File: src/rtl/cordic_sincos_iter_if.sv
// Phase-in / sin-cos-out handshake bundle for cordic_sincos_iter.
// The slave modport is the CORDIC core; the master modport is its user.
interface cordic_sincos_iter_if #(
  parameter int unsigned WIDTH = 16
) ();
  logic             in_valid;
  logic             in_ready;
  logic [WIDTH-1:0] in_phase;
  logic             out_valid;
  logic             out_ready;
  logic [WIDTH-1:0] out_cos;
  logic [WIDTH-1:0] out_sin;

  modport slave (
    input  in_valid, in_phase, out_ready,
    output in_ready, out_valid, out_cos, out_sin
  );

  modport master (
    output in_valid, in_phase, out_ready,
    input  in_ready, out_valid, out_cos, out_sin
  );
endinterface

File: src/rtl/cordic_sincos_iter.sv
// Iterative CORDIC sin/cos: one micro-rotation per clock, one job in flight.
// Full-circle input is folded to the first quadrant and unfolded on the way out.
module cordic_sincos_iter #(
  parameter int unsigned WIDTH = 16,
  parameter int unsigned ITER  = 14,
  parameter int unsigned GUARD = 2
) (
  input  logic                 clk,
  input  logic                 rst,
  cordic_sincos_iter_if.slave  bus,
  output logic                 busy
);
  localparam int unsigned XW = WIDTH + GUARD + 1;
  localparam int unsigned ZW = WIDTH + GUARD;
  localparam int unsigned CW = $clog2(ITER);
  localparam real         PI = 3.14159265358979323846;
  localparam real         KGAIN = 0.6072529350;

  localparam logic signed [XW-1:0] X_INIT =
    XW'($rtoi(KGAIN * (2.0 ** (WIDTH - 2 + GUARD)) + 0.5));
  localparam int                   RND_I = (GUARD > 0) ? (1 << (GUARD - 1)) : 0;
  localparam int                   MAX_I = (1 << (WIDTH - 1)) - 1;
  localparam logic signed [XW+1:0] RND = (XW + 2)'(RND_I);
  localparam logic signed [XW+1:0] SAT_HI = (XW + 2)'(MAX_I);
  localparam logic signed [XW+1:0] SAT_LO = -SAT_HI;
  localparam logic [CW-1:0]        LAST = CW'(ITER - 1);

  // atan(2^-i) in turns scaled to 2^ZW; small angles use a two-term series.
  function automatic int unsigned atan_fix(input int unsigned i);
    real a;
    real t;
    t = 1.0;
    for (int unsigned k = 0; k < i; k++) t = t / 2.0;
    case (i)
      0:       a = 0.78539816339744831;
      1:       a = 0.46364760900080612;
      2:       a = 0.24497866312686414;
      3:       a = 0.12435499454676144;
      4:       a = 0.06241880999595735;
      5:       a = 0.031239833430268277;
      6:       a = 0.015623728620476831;
      7:       a = 0.0078123410601011113;
      8:       a = 0.0039062301319669718;
      9:       a = 0.0019531225164788188;
      10:      a = 0.00097656218955931943;
      11:      a = 0.00048828121119489829;
      12:      a = 0.00024414062014936177;
      13:      a = 0.00012207031189367021;
      14:      a = 6.1035156174208773e-05;
      15:      a = 3.0517578115526096e-05;
      default: a = t - t * t * t / 3.0;
    endcase
    return $rtoi(a / (2.0 * PI) * (2.0 ** ZW) + 0.5);
  endfunction

  logic [ZW-1:0] atan_lut [ITER];
  for (genvar g = 0; g < ITER; g++) begin : g_atan
    localparam int unsigned AV = atan_fix(g);
    assign atan_lut[g] = AV[ZW-1:0];
  end

  // Round half up, drop guard bits, clamp symmetrically.
  function automatic logic [WIDTH-1:0] to_out(input logic signed [XW:0] v);
    logic signed [XW+1:0] r;
    r = {v[XW], v} + RND;
    r = r >>> GUARD;
    if (r > SAT_HI)      r = SAT_HI;
    else if (r < SAT_LO) r = SAT_LO;
    return r[WIDTH-1:0];
  endfunction

  typedef enum logic [1:0] {StIdle, StRot, StDone} state_e;

  state_e               state_q, state_d;
  logic [CW-1:0]        cnt_q, cnt_d;
  logic signed [XW-1:0] x_q, x_d, y_q, y_d;
  logic signed [ZW-1:0] z_q, z_d;
  logic [1:0]           q_q, q_d;
  logic [WIDTH-1:0]     cos_q, cos_d, sin_q, sin_d;

  logic signed [XW-1:0] x_sh, y_sh, x_rot, y_rot;
  logic signed [ZW-1:0] z_rot;
  logic signed [XW:0]   u_cos, u_sin;

  always_ff @(posedge clk or posedge rst) begin
    if (rst) begin
      state_q <= StIdle;
      cnt_q   <= '0;
      x_q     <= '0;
      y_q     <= '0;
      z_q     <= '0;
      q_q     <= '0;
      cos_q   <= '0;
      sin_q   <= '0;
    end else begin
      state_q <= state_d;
      cnt_q   <= cnt_d;
      x_q     <= x_d;
      y_q     <= y_d;
      z_q     <= z_d;
      q_q     <= q_d;
      cos_q   <= cos_d;
      sin_q   <= sin_d;
    end
  end

  always_comb begin
    state_d = state_q;
    cnt_d   = cnt_q;
    x_d     = x_q;
    y_d     = y_q;
    z_d     = z_q;
    q_d     = q_q;
    cos_d   = cos_q;
    sin_d   = sin_q;

    x_sh = x_q >>> cnt_q;
    y_sh = y_q >>> cnt_q;
    if (!z_q[ZW-1]) begin
      x_rot = x_q - y_sh;
      y_rot = y_q + x_sh;
      z_rot = z_q - $signed(atan_lut[cnt_q]);
    end else begin
      x_rot = x_q + y_sh;
      y_rot = y_q - x_sh;
      z_rot = z_q + $signed(atan_lut[cnt_q]);
    end

    // Unfold from the just-completed rotation so the result lands on the final edge.
    u_cos = '0;
    u_sin = '0;
    unique case (q_q)
      2'd0: begin u_cos =  {x_rot[XW-1], x_rot}; u_sin =  {y_rot[XW-1], y_rot}; end
      2'd1: begin u_cos = -{y_rot[XW-1], y_rot}; u_sin =  {x_rot[XW-1], x_rot}; end
      2'd2: begin u_cos = -{x_rot[XW-1], x_rot}; u_sin = -{y_rot[XW-1], y_rot}; end
      2'd3: begin u_cos =  {y_rot[XW-1], y_rot}; u_sin = -{x_rot[XW-1], x_rot}; end
      default: ;
    endcase

    unique case (state_q)
      StIdle: begin
        if (bus.in_valid) begin
          state_d = StRot;
          cnt_d   = '0;
          x_d     = X_INIT;
          y_d     = '0;
          z_d     = $signed(ZW'(bus.in_phase[WIDTH-3:0]) << GUARD);
          q_d     = bus.in_phase[WIDTH-1 -: 2];
        end
      end
      StRot: begin
        x_d   = x_rot;
        y_d   = y_rot;
        z_d   = z_rot;
        cnt_d = cnt_q + CW'(1);
        if (cnt_q == LAST) begin
          state_d = StDone;
          cnt_d   = '0;
          cos_d   = to_out(u_cos);
          sin_d   = to_out(u_sin);
        end
      end
      StDone: begin
        if (bus.out_ready) state_d = StIdle;
      end
      default: state_d = StIdle;
    endcase
  end

  assign bus.in_ready  = (state_q == StIdle);
  assign bus.out_valid = (state_q == StDone);
  assign bus.out_cos   = cos_q;
  assign bus.out_sin   = sin_q;
  assign busy          = (state_q != StIdle);

endmodule
File: src/flat_wrapper.sv
// flat-port wrapper written by rule: the top's interface ports become plain ports
module cordic_sincos_iter_flat 
#(
  parameter int unsigned WIDTH = 16,
  parameter int unsigned ITER  = 14,
  parameter int unsigned GUARD = 2
)
  (clk, rst, busy, bus_in_valid, bus_in_phase, bus_out_ready, bus_in_ready, bus_out_valid, bus_out_cos, bus_out_sin);
  cordic_sincos_iter_if #(.WIDTH(WIDTH)) bus_i ();
  input  logic clk;
  input  logic rst;
  output logic busy;
  input wire logic [$bits(bus_i.in_valid)-1:0] bus_in_valid;
  input wire logic [$bits(bus_i.in_phase)-1:0] bus_in_phase;
  input wire logic [$bits(bus_i.out_ready)-1:0] bus_out_ready;
  output wire logic [$bits(bus_i.in_ready)-1:0] bus_in_ready;
  output wire logic [$bits(bus_i.out_valid)-1:0] bus_out_valid;
  output wire logic [$bits(bus_i.out_cos)-1:0] bus_out_cos;
  output wire logic [$bits(bus_i.out_sin)-1:0] bus_out_sin;
  assign bus_i.in_valid = bus_in_valid;
  assign bus_i.in_phase = bus_in_phase;
  assign bus_i.out_ready = bus_out_ready;
  assign bus_in_ready = bus_i.in_ready;
  assign bus_out_valid = bus_i.out_valid;
  assign bus_out_cos = bus_i.out_cos;
  assign bus_out_sin = bus_i.out_sin;
  cordic_sincos_iter #(.WIDTH(WIDTH), .ITER(ITER), .GUARD(GUARD)) u_core (.clk(clk), .rst(rst), .bus(bus_i), .busy(busy));
endmodule
File: config.mk
export PLATFORM = sky130hd
export DESIGN_NAME = cordic_sincos_iter_flat
export DESIGN_NICKNAME = d
export VERILOG_FILES = /design/src/rtl/cordic_sincos_iter_if.sv /design/src/rtl/cordic_sincos_iter.sv /design/src/flat_wrapper.sv
export SDC_FILE = /design/constraint.sdc
export NUM_CORES = 1
export LEC_CHECK = 0
export CORE_MARGIN = 2
export CORE_UTILIZATION = 40
export CTS_CLUSTER_DIAMETER = 120
export DETAILED_ROUTE_END_ITERATION = 10
export GPL_ROUTABILITY_DRIVEN = 1
export GPL_TIMING_DRIVEN = 0
export PLACE_DENSITY = 0.67
export SETUP_SLACK_MARGIN = 0.2
export SLEW_MARGIN = 30
export SYNTH_ARGS = -nofsm -noshare
export SYNTH_HDL_FRONTEND = slang
export SYNTH_SLANG_ARGS = --single-unit
File: constraint.sdc
create_clock -name clk -period 7.6 [get_ports clk]
set_input_delay 1.52 -clock clk [delete_from_list [all_inputs] [get_ports clk]]
set_output_delay 1.52 -clock clk [all_outputs]
set_load 0.05 [all_outputs]
==> results.ini, run 1 <==
[detailed_routing]
pre_repair_dr_iteration_count = 6
dr.first_iter.drc_count = 1659
drt.antenna.violating_nets = 0
route.detailed.vias_per_inst = 6.64
avgRoutedWirePerCell_um = 24.1
vias = 14700
detail_route.drc_violations = 0
detail_route.wirelength_um = 53400

[timing]
fin_crit_sh = 0.957
relative_max_transition_margin = 0.344
slew_viol_final = 0
final_period_minus_worst_setup_slack_ns = 7.27
report.final.hold_viol_count = 0
rsz_0062_raised_after_global_routing = yes
timing.fmax_ghz = 0.138
finalSetupViolations = 0
worst_pin_slew_ns = 0.980
worst_clock_skew_ns = 0.0176
timing.hold.ws_ns = 0.478

[setup_path]
worstPathRequired_ns = 7.86
worst_path_max_delay_cell = mux4_2
worst_path_most_repeated_cell = buf_4
worstSetupStartpointType = flop
path_class = flop to flop
critPathMaxFanout = 9
worst_setup_path_end_kind = flop
worst-endpoint-arrival_ns = 7.53
timing.critical_path.slowest_cell_delay_ns = 0.61

[cells_and_area]
fin_area_mm2 = 0.0164
finished_core_util = 0.518
n_fill_cell = 2962
syn_to_layout_area_delta_pct = 27.4
nNetsFinal = 1899
layout-drive-gt1-share = 0.221

[cts]
clkSlewWorstSetupHoldPaths_ns = 0.09
clock_insertion_delay_worst_skew_ns = 0.40
cts_root_buf = clkbuf_16
ctsHtreeMaxLevel = 3
cts_hold_buffers = 0
tritoncts.num_buffers = 9
cts_tree = done
cts-root-to-sink-buffers = 2
tritoncts_num_sinks = 96

[yosys]
postSynth.asyncResetShare = 1.00
synth_top_family_by_area = compound AO/OA/AOI/OAI gates
yosys.area.top_type = dfrtp_1
ys_seq_area_frac = 0.187
post_synth_num_cell_types = 106
synth-compound-area-share = 0.289
synthXorXnorAreaFrac = 0.0864
top_cells_by_area_synth = dfrtp_1 (19%), ha_1 (6.3%), xnor2_1 (5.4%)
synth_warnings = 0
synth_simple_gate_area_share = 0.236
synth_fa_ha_area_frac = 0.0679
post-synth-top-area-fraction = 0.187
synth_top_flop_cell = dfrtp_1
post_synth_mux_area_share = 0.0889
synth_enable_flop_cells = 0
synth.avg_cell_area_um2 = 7.78
flip_flop_and_latch_count_after_synthesis = 96
cell_area_after_technology_mapping_mm2 = 0.0129
synth_nets = 1741
gate_count_after_technology_mapping = 1653

[floorplan]
chipHeight_um = 183
die_w_um = 183
placement_rows = 65
die-area_mm2 = 0.0336
io_pins = 55
fp.coreArea_mm2 = 0.0316
initial_core_util = 0.406

[outcome]
run_status = finished, final reports clean

[run]
max_cap_viol_count = 0

[placed_design]
detailedPlacementHpwl_um = 39000
io_buffers = 54
place.gp.congestion = 0.990
dpl-instance-area_mm2 = 0.0139

[grt]
grt_remaining_overflow = 0
grt_pass1_vias = 14000
grt_first_pass_wirelength_um = 80600
grt_max_degree = 57
grt_antenna_before_repair = 1
global_route.usage.total = 0.310

[hold_path]
hp-class = flop to flop

[layout by cell type (no fill, tap or decap), drive strengths merged, types with 12 or more instances in the layout]
master,count
o21ai,129
mux2i,40
a21oi,104
o22ai,12
nor3,55
mux2,12
nor2,141
o311ai,17
a211o,14
clkdlybuf4s50,54
clkbuf,77
xnor2,79
or2,17
a211oi,26
xor2,47
nand4,12
a221oi,14
a21o,23
o211ai,20
a31oi,23
or3,21
nand2b,14
nand3,61
mux4,27
nand2,176
inv,52
and2,23
dfrtp,96
and3,24
buf,122
ha,65
a22oi,16
nor2b,15
o31ai,19
[critical path: cells and delay by family (launching register included)]
kind,cells,cell delay [ns]
mux,2,0.99
fa+ha+maj,1,0.28
compound gates,9,1.84
xor+xnor,1,0.32
flops,1,0.37
buf+inv,8,1.42
simple gates,8,1.86
[layout make-up]
type                    count  area (µm²)  share of cell area
well taps                 402         503              0.0307
plain buffers              96         574              0.0351
repair buffers            147        1290              0.0790
diodes                      1        2.50            0.000153
clock buffers              11         243              0.0148
multi-input cells        1407       11100               0.677
inverters                  54         213              0.0130
flip-flops and latches     96        2400               0.147
clock inverters             4        55.1             0.00336
[registers in the layout, indices dropped and copies added, names as in the netlist]
name	cells
u_core.cnt_q	4
u_core.z_q	18
u_core.state_q	2
u_core.bus.out_sin	16
u_core.x_q	19
u_core.bus.out_cos	16
u_core.q_q	2
u_core.y_q	19
[metal layers]
layer / wire length [µm] / global-route usage / up-vias
li1: - / - / 6547
met1: 22000 / 0.403 / 7233
met2: 24400 / 0.497 / 777
met3: 4520 / 0.0550 / 170
met4: 2600 / 0.149 / 0
met5: 0 / 0 / -
[synthesized netlist by cell type (23+ instances only)]
cell type    n
ha_1        65
xor2_1      46
nor3_1      48
xnor2_1     79
nand3_1     60
nand2_1    176
nor2_1     140
and3_1      24
inv_1       50
mux2i_1     40
clkbuf_1    70
dfrtp_1     96
o21ai_0    122
mux4_2      27
a31oi_1     23
a21o_1      23
a211oi_1    23
a21oi_1    102
[stage by stage]
stage	setup WS [ns]	instances	setup TNS, ns
floorplan	0.290	1653	0
global placement	-1.93	2109	-54.96
detailed placement	-1.91	2111	-53.25
CTS	0.181	2161	0
global route	-0.0777	2217	-0.672
finish	0.328	2218	0
[kinds of logic (layout without fill, tap and decap cells)]
family | count (synthesis) | in the layout
and+or+nand+nor | 605 | 605
AOI/OAI and AO/OA | 529 | 529
buffers and inverters | 150 | 312
xor gates and xnor gates | 126 | 126
DFF | 96 | 96
muxes | 79 | 79
adders and majority gates | 68 | 68
other | 0 | 1
[timing repair]
action	4_1_cts	5_1_grt
cloned	1	0
pin swaps	26	68
setup endpoints to repair	33	31
gates resized for setup	139	181
buffers inserted	34	56
[path summary, 6_finish.rpt]
path | from | endpoint | slack [ns] | depth (start not counted)
min reg2reg | u_core.bus.out_sin[15]$_DFFE_PP0P_ | u_core.bus.out_sin[15]$_DFFE_PP0P_ | 0.48 | 2
max reg2reg | u_core.cnt_q[0]$_DFFE_PP0P_ | u_core.bus.out_sin[5]$_DFFE_PP0P_ | 0.33 | 29
min | u_core.bus.out_sin[15]$_DFFE_PP0P_ | u_core.bus.out_sin[15]$_DFFE_PP0P_ | 0.48 | 2
max | u_core.cnt_q[0]$_DFFE_PP0P_ | u_core.bus.out_sin[5]$_DFFE_PP0P_ | 0.33 | 29
max in group asynchronous | rst | u_core.z_q[13]$_DFFE_PP0P_ | 5.45 | 3
min in group asynchronous | rst | u_core.y_q[16]$_DFFE_PP0P_ | 1.51 | 2
Power of run 1 is left out: the tool's default activity adds up to more than one toggle a clock period on the data nets, which glitch-free logic cannot reach.
==> run 2, diff against run 1 <==
--- a/config.mk
+++ b/config.mk
@@ -7,7 +7,7 @@
 export LEC_CHECK = 0
 export CORE_MARGIN = 2
 export CORE_UTILIZATION = 40
-export CTS_CLUSTER_DIAMETER = 120
+export CTS_CLUSTER_DIAMETER = 30
 export DETAILED_ROUTE_END_ITERATION = 10
 export GPL_ROUTABILITY_DRIVEN = 1
 export GPL_TIMING_DRIVEN = 0
==> results of run 2 <==
Final layout, timing and power as in run 1 (identical DEF).
Power of run 2 is left out for the same reason.
==> run 3, diff against run 2 <==
--- a/config.mk
+++ b/config.mk
@@ -7,11 +7,12 @@
 export LEC_CHECK = 0
 export CORE_MARGIN = 2
 export CORE_UTILIZATION = 40
+export CTS_BUF_LIST = sky130_fd_sc_hd__clkbuf_8
 export CTS_CLUSTER_DIAMETER = 30
 export DETAILED_ROUTE_END_ITERATION = 10
 export GPL_ROUTABILITY_DRIVEN = 1
 export GPL_TIMING_DRIVEN = 0
-export PLACE_DENSITY = 0.67
+export PLACE_DENSITY_LB_ADDON = 0.2
 export SETUP_SLACK_MARGIN = 0.2
 export SLEW_MARGIN = 30
 export SYNTH_ARGS = -nofsm -noshare
==> run 3 against run 2 <==
Net effect:
- worst hold slack improved by 0.020 ns
- register-to-register slack worse by 0.18 ns
- first-iteration DRC count down 4.9%
- core utilization fell by 0.34 points
- maximum frequency down 2.4%
- non-clock buffer count down 2
- routed wire length rose by 2.0%
- die area did not move
- largest cell class unchanged
- highest routed layer unchanged
==> results.ini, run 3 (synthesis gave the netlist of run 1 again) <==
[setup_path]
r2r_start = u_core.cnt_q[3]$_DFFE_PP0P_
reg2reg_depth = 27  ; -6.9%
worst_setup_path_end_kind = flop
timing.critical_path.slowest_cell_delay_ns = 0.58  ; -0.03 ns
critPathMaxFanout = 10  ; +1
timing.critical_path.max_delay_family = compound AO/OA/AOI/OAI gates
worst_path_max_delay_cell = or4_4
worst-endpoint-arrival_ns = 7.76  ; +0.23 ns
reg2reg_slack_ns = 0.15  ; -0.18 ns
worstPathRequired_ns = 7.91  ; +0.05 ns
path_class = flop to flop
worst_path_most_repeated_cell = clkbuf_4
critical_path.n_buffers_inverters = 7  ; -1
r2r_end = u_core.bus.out_cos[8]$_DFFE_PP0P_
worstSetupStartpointType = flop

[cells_and_area]
most-common-layout-cells = nand2_1 (167), nor2_1 (134), o21ai_0 (113), dfrtp_1 (96), buf_4 (89)
nNetsFinal = 1898  ; -0.053%
commonest_non_fill_non_tap_cell_in_the_layout = nand2_1
layout-drive-gt1-share = 0.219  ; -0.00165
reg.largest.list = u_core.x_q (19), u_core.y_q (19), u_core.z_q (18)
antenna_cells = 0  ; -1
syn_to_layout_area_delta_pct = 26.6
finished_core_util = 0.514  ; -0.00336

[floorplan]
die_w_um = 183  ; unchanged
initial_core_util = 0.406  ; unchanged
placement_rows = 65  ; unchanged
io_pins = 55  ; unchanged
chipHeight_um = 183  ; unchanged
fp.coreArea_mm2 = 0.0316  ; unchanged
die-area_mm2 = 0.0336  ; unchanged

[timing]
report.final.hold_viol_count = 0  ; unchanged
finalSetupViolations = 0  ; unchanged
final_period_minus_worst_setup_slack_ns = 7.45  ; +0.177 ns
fin_crit_sh = 0.980  ; +0.0233
relative_max_transition_margin = 0.289  ; -0.0554
worst_clock_skew_ns = 0.0414  ; +0.0237 ns
worst_pin_slew_ns = 1.06  ; +0.0828 ns
slew_viol_final = 0  ; unchanged
timing.fmax_ghz = 0.134  ; -2.4%
rsz_0062_raised_after_global_routing = yes

[hold_path]
hold_path.startpoint = u_core.bus.out_sin[15]$_DFFE_PP0P_
hp-class = flop to flop
worst_hold_path.endpoint = u_core.bus.out_sin[15]$_DFFE_PP0P_
worst_hold_path.num_cells = 2  ; unchanged

[cts]
cts_root_buf = clkbuf_8
ctsHtreeMaxLevel = 3  ; unchanged
clkSlewWorstSetupHoldPaths_ns = 0.11  ; +0.02 ns
cts-root-to-sink-buffers = 2  ; unchanged
clock_insertion_delay_worst_skew_ns = 0.45  ; +0.05 ns
tritoncts.num_buffers = 9  ; unchanged
cts_hold_buffers = 0  ; unchanged
cts_tree = done
tritoncts_num_sinks = 96  ; unchanged

[detailed_routing]
avgRoutedWirePerCell_um = 24.6  ; +2.0%
detail_route.drc_violations = 0  ; unchanged
vias = 14500  ; -1.9%
drt.antenna.violating_nets = 0  ; unchanged
detail_route.wirelength_um = 54500  ; +2.0%
dr.first_iter.drc_count = 1578  ; -4.9%
pre_repair_dr_iteration_count = 8  ; +2
route.detailed.vias_per_inst = 6.52  ; -1.8%

[grt]
grt_first_pass_wirelength_um = 81400  ; +0.98%
grt_remaining_overflow = 0  ; unchanged
grt_max_degree = 63  ; +11%
grt_pass1_vias = 13500  ; -3.2%
grt_antenna_before_repair = 0  ; -1
global_route.usage.total = 0.318  ; +0.00832

[placed_design]
io_buffers = 54  ; unchanged
place.gp.congestion = 1.00  ; +1.4%
detailedPlacementHpwl_um = 41200  ; +5.7%

[outcome]
run_status = finished, final reports clean

[run]
max_cap_viol_count = 0  ; unchanged

## run 3: worst max path at each step
| stage | depth (start not counted) | slack, ns | end | from |
|---|---|---|---|---|
| 2_1_floorplan | 28 | 0.29 | u_core.bus.out_cos[0]$_DFFE_PP0P_ | u_core.cnt_q[0]$_DFFE_PP0P_ |
| 3_3_place_gp | 29 | -1.42 | u_core.bus.out_cos[3]$_DFFE_PP0P_ | u_core.cnt_q[0]$_DFFE_PP0P_ |
| 3_5_place_dp | 29 | -1.51 | u_core.bus.out_cos[3]$_DFFE_PP0P_ | u_core.cnt_q[0]$_DFFE_PP0P_ |
| 4_1_cts | 29 | 0.20 | u_core.bus.out_cos[0]$_DFFE_PP0P_ | u_core.cnt_q[0]$_DFFE_PP0P_ |
| 5_1_grt | 29 | -0.01 | u_core.bus.out_cos[8]$_DFFE_PP0P_ | u_core.cnt_q[1]$_DFFE_PP0P_ |
| 6_report | 27 | 0.15 | u_core.bus.out_cos[8]$_DFFE_PP0P_ | u_core.cnt_q[3]$_DFFE_PP0P_ |
## run 3: repair_timing
| action | 4_1_cts | 5_1_grt |
|---|---|---|
| resized for setup | 143 | 156 |
| gates cloned | 2 | 0 |
| pin swaps | 28 | 72 |
| endpoints found under the hold margin | 0 | 0 |
| setup buffers | 38 | 52 |
| endpoints found under the setup margin | 32 | 32 |
## run 3: stage by stage
stage	cells	worst slack [ns]	cell area, µm²	hold WS, ns	setup TNS [ns]
after floorplan	1653	0.290	12900	0.456	0
after global placement	2109	-1.42	13900	0.463	-39.37
after detailed placement	2110	-1.51	13900	0.472	-41.07
after CTS	2166	0.202	15100	0.499	0
after global routing	2217	-0.0149	16300	0.524	-0.0149
final	2217	0.151	16300	0.498	0
## run 3: per-layer routing
layer | track usage | routed length (µm) | up-vias
li1 | - | - | 6533
met1 | 0.433 | 23400 | 7087
met2 | 0.506 | 24500 | 707
met3 | 0.0504 | 4480 | 125
met4 | 0.124 | 2070 | 0
met5 | 0 | 0 | -
## run 3: cell type report
type,instances,area [µm²]
plain buffers,95,534
clock inverters,5,37.5
multi-input cells,1408,11200
inverters,54,209
well taps,402,503
repair buffers,146,1280
clock buffers,11,151
flip-flops and latches,96,2400
fillers,3054,15400
## run 3: worst reg2reg max path: stages (launching register included)
cell and delay, ns:
dfrtp_1 0.34, clkbuf_2 0.23, clkbuf_4 0.30, clkbuf_2 0.28, clkbuf_4 0.27, clkbuf_4 0.26, a21oi_4 0.09, ha_2 0.19
buf_4 0.13, nor2_1 0.12, xor2_1 0.30, ha_1 0.36, a21o_1 0.27, a2111o_1 0.46, a211o_4 0.38, a2111oi_4 0.40
nand4_4 0.18, or2_4 0.31, or4_4 0.58, nand3_2 0.10, o21ai_2 0.07, a211o_4 0.40, nor4bb_4 0.36, a21oi_2 0.12
a311oi_2 0.33, nand2_2 0.19, buf_6 0.25, o311ai_1 0.08
Power of run 3 is left out for the same reason.
